<file path="src/rtl/debug_trace_buffer.sv">
// Triggerable ring-buffer trace capture for core debug signals, read oldest-first.
// Optional macro TRACE_TIMESTAMP_EN prefixes each entry with a free-running cycle timestamp.
module debug_trace_buffer #(
    parameter int unsigned DATA_WIDTH = 32,
    parameter int unsigned DEPTH      = 64,
    parameter int unsigned TS_WIDTH   = 16,
`ifdef TRACE_TIMESTAMP_EN
    localparam int unsigned ENTRY_W   = TS_WIDTH + DATA_WIDTH
`else
    localparam int unsigned ENTRY_W   = DATA_WIDTH
`endif
) (
    input  logic                     clock,
    input  logic                     reset,
    input  logic                     arm,
    input  logic                     abort,
    input  logic                     sample_valid,
    input  logic [DATA_WIDTH-1:0]    sample_data,
    input  logic [DATA_WIDTH-1:0]    trig_value,
    input  logic [DATA_WIDTH-1:0]    trig_mask,
    input  logic [$clog2(DEPTH):0]   post_count,
    output logic [1:0]               state,
    output logic                     done,
    output logic [$clog2(DEPTH):0]   entries,
    input  logic [$clog2(DEPTH)-1:0] rd_addr,
    output logic [ENTRY_W-1:0]       rd_data
);

    localparam int unsigned AW = $clog2(DEPTH);
    localparam int unsigned CW = AW + 1;

    typedef enum logic [1:0] {
        IDLE      = 2'd0,
        ARMED     = 2'd1,
        TRIGGERED = 2'd2,
        DONE      = 2'd3
    } state_e;

    state_e              state_q, state_d;
    logic [AW-1:0]       ptr_q, ptr_d;
    logic                wrapped_q, wrapped_d;
    logic [CW-1:0]       entries_q, entries_d;
    logic [CW-1:0]       remaining_q, remaining_d;
    logic [ENTRY_W-1:0]  rd_data_q, rd_data_d;
    logic [ENTRY_W-1:0]  mem [DEPTH];

    logic                wr_en_c;
    logic                trig_hit_c;
    logic [ENTRY_W-1:0]  wr_entry_c;
    logic [AW-1:0]       oldest_c;
    logic [AW-1:0]       rd_idx_c;

    assign trig_hit_c = sample_valid && (((sample_data ^ trig_value) & trig_mask) == '0);

`ifdef TRACE_TIMESTAMP_EN
    logic [TS_WIDTH-1:0] ts_q;

    // Free-running timestamp, wraps naturally.
    always_ff @(posedge clock or posedge reset) begin
        if (reset) ts_q <= '0;
        else       ts_q <= ts_q + TS_WIDTH'(1);
    end

    assign wr_entry_c = {ts_q, sample_data};
`else
    assign wr_entry_c = sample_data;
`endif

    // State register and capture bookkeeping.
    always_ff @(posedge clock or posedge reset) begin
        if (reset) begin
            state_q     <= IDLE;
            ptr_q       <= '0;
            wrapped_q   <= 1'b0;
            entries_q   <= '0;
            remaining_q <= '0;
            rd_data_q   <= '0;
        end else begin
            state_q     <= state_d;
            ptr_q       <= ptr_d;
            wrapped_q   <= wrapped_d;
            entries_q   <= entries_d;
            remaining_q <= remaining_d;
            rd_data_q   <= rd_data_d;
        end
    end

    // Next-state: abort beats arm; arm restarts capture from any state.
    always_comb begin
        state_d     = state_q;
        ptr_d       = ptr_q;
        wrapped_d   = wrapped_q;
        entries_d   = entries_q;
        remaining_d = remaining_q;
        wr_en_c     = 1'b0;

        if (abort) begin
            state_d   = IDLE;
            entries_d = '0;
        end else if (arm) begin
            ptr_d       = '0;
            wrapped_d   = 1'b0;
            entries_d   = '0;
            remaining_d = (post_count > CW'(DEPTH - 1)) ? CW'(DEPTH - 1) : post_count;
            state_d     = ARMED;
        end else begin
            case (state_q)
                ARMED: begin
                    if (sample_valid) begin
                        wr_en_c = 1'b1;
                        if (trig_hit_c) begin
                            state_d = (remaining_q == '0) ? DONE : TRIGGERED;
                        end
                    end
                end
                TRIGGERED: begin
                    if (sample_valid) begin
                        wr_en_c     = 1'b1;
                        remaining_d = remaining_q - CW'(1);
                        if (remaining_q == CW'(1)) state_d = DONE;
                    end
                end
                default: ;
            endcase

            if (wr_en_c) begin
                ptr_d = ptr_q + AW'(1);
                if (ptr_q == AW'(DEPTH - 1)) wrapped_d = 1'b1;
                if (entries_q != CW'(DEPTH)) entries_d = entries_q + CW'(1);
            end
        end
    end

    // Read path maps logical index (0 = oldest) onto the ring; out-of-range reads return zero.
    assign oldest_c  = wrapped_q ? ptr_q : '0;
    assign rd_idx_c  = oldest_c + rd_addr;
    assign rd_data_d = (CW'(rd_addr) < entries_q) ? mem[rd_idx_c] : '0;

    always_ff @(posedge clock) begin
        if (wr_en_c) mem[ptr_q] <= wr_entry_c;
    end

    assign state   = state_q;
    assign done    = (state_q == DONE);
    assign entries = entries_q;
    assign rd_data = rd_data_q;

endmodule

</file>
<file path="config.mk">
export PLATFORM = sky130hd
export DESIGN_NAME = debug_trace_buffer
export DESIGN_NICKNAME = d
export VERILOG_FILES = /design/src/rtl/debug_trace_buffer.sv
export SDC_FILE = /design/constraint.sdc
export NUM_CORES = 2
export LEC_CHECK = 0
export BUFFER_PORTS_ARGS = -buffer_cell sky130_fd_sc_hd__buf_2
export CAP_MARGIN = 20
export CELL_PAD_IN_SITES_DETAIL_PLACEMENT = 1
export CELL_PAD_IN_SITES_GLOBAL_PLACEMENT = 1
export CORE_MARGIN = 10
export CORE_UTILIZATION = 39
export DETAILED_ROUTE_END_ITERATION = 7
export PLACE_DENSITY = 0.61
export SETUP_SLACK_MARGIN = 0.5
export SLEW_MARGIN = 5
export SYNTH_ARGS = -nofsm -noshare
export SYNTH_HDL_FRONTEND = slang
export SYNTH_SLANG_ARGS = --single-unit
</file>
<file path="constraint.sdc">
create_clock -name clock -period 7.4 [get_ports clock]
set_clock_uncertainty 0.1 [all_clocks]
set_input_delay 1.48 -clock clock [delete_from_list [all_inputs] [get_ports clock]]
set_output_delay 1.48 -clock clock [all_outputs]
set_load 0.02 [all_outputs]
</file>
==> impl_summary.txt <==
----------------------------------------------------
[Timing]
  Worst slew pin tran ... 1190 ps
  Fmax ... 0.201 GHz
  Final TNS setup ... 0 ps
  Tmin final ... 4980 ps
  Unrepaired setup endpoints after global routing ... false
  Final hold violation count ... 0
  Final Max Slew Viols ... 0
  Setup ws final ... 2420 ps
  Finish-stage setup viols ... 0
  Portion of the clock cycle consumed by the worst path in the final layout ... 67.3%
  Worst max-slew margin expressed relative to the limit ... 20.7%

[Clock tree]
  CTS tree ... done
  Clock sink total ... 2103
  Total CTS buffers ... 212
  Clock edge transition at the registers on the reported setup and hold paths ... 60 ps
  Number of buffers on the longest clock path ... 3
  Clock H-tree levels ... 4
  Number of buffers inserted by post-CTS setup repair ... 0
  Clock Latency Late Sink ... 880 ps
  Hold-fix buffers, CTS ... 0
  CTS Root Cell ... clkbuf_16
  Gates resized, CTS repair ... 0

[Worst setup path]
  Critical path startpoint ... rd_addr[0]
  Kind of critical path ... input port to flop
  CP required ... 7990 ps
  Ordered list of cells on the worst path ... buf_2 > ha_4 > inv_1 > fa_4 > buf_12 > mux4_2 > mux4_2 > o22ai_1 > o22ai_1
  End point of the critical path ... rd_data[16]
  Setup crit start kind ... input port
  Maximum cell stage delay along the critical path ... 1280 ps
  Path depth of the worst reg2reg path ... 7
  Internal reg-to-reg setup slack ... 2440 ps
  Cell with the biggest individual delay on the critical path ... fa_4
  Category of the worst setup path capture point ... flop
  Data arrival time of the critical path ... 5570 ps
  Maximum fanout count along the critical path ... 62
  Destination of the worst register-to-register timing path ... rd_data[16]
  Crit Reg-Reg Startpoint ... ptr_q[1]

[Route]
  1st-pass router iterations ... 5
  1st-iter DRT viols ... 4716
  Final antenna-violating net count ... 0
  Vias after detailed routing ... 40233
  Post-route DRC violation count ... 0
  Routed Wire Length ... 243000 um
  Vias per cell ... 5.77
  Average wire length per cell after detail routing ... 34.8 um

[GRT]
  GR peak layer ... met2
  Via count of the first global-routing pass ... 42121
  Global-route usage over all layers ... 21.0%
  M3 GR Usage ... 3.06%
  Global-route wire length before repair ... 340000 um
  Overflow left after global routing ... 0
  Met2 Resource Use GR ... 34.6%
  Met1 usage ... 29.4%
  Initial antenna violation count ... 15
  Maximum number of pins on one net before global-route repair ... 81

[Logic synthesis]
  Primary flip-flop cell chosen by synthesis mapping ... edfxtp_1
  Post-synth EDFFs ... 2048
  Mean area per synthesized cell ... 22.5 um^2
  Count of unique library cells instantiated by Yosys ... 60
  Warnings, synthesis ... 0
  Post-synthesis adder-cell area fraction ... 0.301%
  Proportion of synthesized area in mux cells ... 16.8%
  Post-Synth XOR/XNOR Area ... 0.462%
  Synthesized instance count ... 3626
  Post-synthesis sequential area ratio ... 77.2%
  Total standard cell area after synthesis ... 81500 um^2
  Proportion of register bits with asynchronous set or reset after synthesis ... 2.62%
  Post-Synth Simple-Gate Area ... 2.19%
  Post-synthesis compound-gate area fraction ... 1.56%
  Nets in the synthesized netlist ... 3759
  Register bit count reported by yosys ... 2103
  Largest family of logic cells by synthesized area ... multiplexers

[Finish]
  Area growth, synth to finish ... 15.3%
  Finished Layout Cells ... 6970
  Post-route standard cell area excluding fillers ... 93900 um^2
  Filler cell count in the final layout ... 18796
  Number of nets in the layout ... 4123
  Fraction of layout cells with a size suffix above 1 ... 31.1%

[Pwr]
  Worst IR drop on VDD ... 0.000195 V
  Lkg Pwr ... 0.0299 uW
  PD cells ... 269 nW/um^2

[Run]
  Maxcap violations ... 0

[Floorplan]
  Die Y ... 477 um
  Effective utilization at floorplan ... 39.3%
  X dimension of the die ... 477 um
  Standard-cell row count ... 167
  Ports ... 156
  Die area ... 228000 um^2
  CORE AREA ... 207000 um^2

[Placed design]
  Dpl cells ... 6564
  Worst setup slack after placement ... 1520 ps
  HPWL after DPL ... 143000 um
  IO buf count ... 155
  Cell area after placement ... 86900 um^2
  Last weighted congestion value of the routability-driven placer ... 0.762

[Run status]
  Outcome ... finished, final reports clean

[Hold path]
  Type of the tightest min-delay check ... flop to flop

----------------------------------------------------
[how the worst min path moves through the flow]
stage	startpoint	to	slack [ps]	cells after the start
2_1_floorplan	remaining_q[6]	remaining_q[6]	390	2
3_3_place_gp	remaining_q[6]	remaining_q[6]	400	2
3_5_place_dp	remaining_q[1]	remaining_q[1]	420	1
4_1_cts	remaining_q[1]	remaining_q[1]	430	1
5_1_grt	remaining_q[1]	remaining_q[1]	440	1
6_report	remaining_q[1]	remaining_q[1]	430	1
[per-stage QoR]
| stage | power, uW | hold slack (ps) | utilization [%] |
|---|---|---|---|
| global placement | 14700 | 402 | 41.8 |
| CTS | 25400 | 434 | 45.3 |
| detailed placement | 14700 | 419 | 41.9 |
| global route | 26000 | 439 | 45.3 |
| floorplan | 14100 | 387 | - |
| finish | 25300 | 428 | 45.3 |
[critical path, delay by kind of cell]
family | cells | cell delay, ps
adder cells (fa/ha/maj) | 2 | 1420
buffers and inverters | 3 | 590
multiplexers | 2 | 870
AO/OA/AOI/OAI | 2 | 1050
[area by class of cell]
cell class | count | area (um^2) | share of cell area (%)
clock buffer | 278 | 5710 | 6.08
multi-input combinational | 1315 | 18000 | 19.1
tap | 2788 | 3490 | 3.71
inverter | 16 | 60.1 | 0.0639
clock inverter | 126 | 1310 | 1.40
sequential | 2103 | 62900 | 66.9
antenna | 2 | 5.00 | 0.00533
timing repair buffer | 342 | 2500 | 2.66
[cell usage in the layout (no fill, tap or decap), types with 5 or more instances in the layout]
cell           n
nor3_1        14
inv_1         15
mux4_1        19
nand3_1       68
buf_2        155
o22ai_1       94
edfxtp_1    2048
nor2_1        27
a21oi_1       14
clkinv_1      36
clkinv_8       5
clkinvlp_4     8
xnor2_1        7
bufinv_16     18
clkbuf_1      51
clkinv_2      48
clkbuf_16    213
mux4_2       555
o21ai_0       43
nand2_1      186
xor2_1        34
nor2_4        61
nand4_1        7
clkbuf_8      14
buf_4        162
and2_1         6
nand2b_1       8
ha_1          17
a22oi_1       15
clkinv_16      7
dfrtp_1       55
mux2i_1       66
buf_12        24
[report_power, final]
| group | internal (uW) | switching [uW] |
|---|---|---|
| clock network | 6100 | 4700 |
| registers | 13100 | 50.6 |
| logic | 474 | 834 |
| total | 19700 | 5590 |
[synthesized netlist by cell type (3+ instances only)]
master	number	area, um^2
a21o_1	4	30.0
a21oi_1	14	70.1
a22oi_1	15	113
a31oi_1	3	18.8
and2_1	7	43.8
and3_1	3	18.8
buf_1	10	37.5
buf_12	3	60.1
buf_2	33	165
buf_4	29	218
buf_6	32	360
clkbuf_1	85	319
dfrtp_1	55	1380
edfxtp_1	2048	61500
ha_1	18	225
inv_1	16	60.1
mux2_2	3	33.8
mux2i_1	66	661
mux4_1	19	499
mux4_2	555	12500
nand2_1	187	702
nand2b_1	8	50.1
nand3_1	68	340
nand3b_1	3	22.5
nand4_1	7	43.8
nor2_1	88	330
nor2b_1	3	18.8
nor3_1	16	80.1
nor4b_1	3	26.3
o21ai_0	43	215
o21ai_1	6	30.0
o221ai_1	4	35.0
o22ai_1	94	588
or3_1	4	25.0
xnor2_1	8	70.1
xor2_1	35	307
[sequential cells by signal, indices dropped and copies added, names as in the netlist]
signal,count
entries,7
remaining_q,7
ptr_q,6
mem,2048
rd_data,32
state,2
wrapped_q,1
[layer usage]
layer  vias to the layer above  routed length (um)  part of all wire [%]
met5                         -                  13                0.0054
met1                     22293              102000                    42
met3                       287               15600                   6.4
li1                      16046                   -                     -
met2                      1605              120000                    49
met4                         2                5690                   2.3
[logic make-up (layout without fill, tap and decap cells)]
group / Yosys count / count (layout)
compound gates: 202 / 202
xor+xnor: 43 / 43
fa+ha+maj: 19 / 19
buf+inv: 208 / 762
flops: 2103 / 2103
mux: 644 / 644
other cells: 0 / 2
simple gates: 407 / 407
Note: power is estimated with default switching activity, not from simulation.
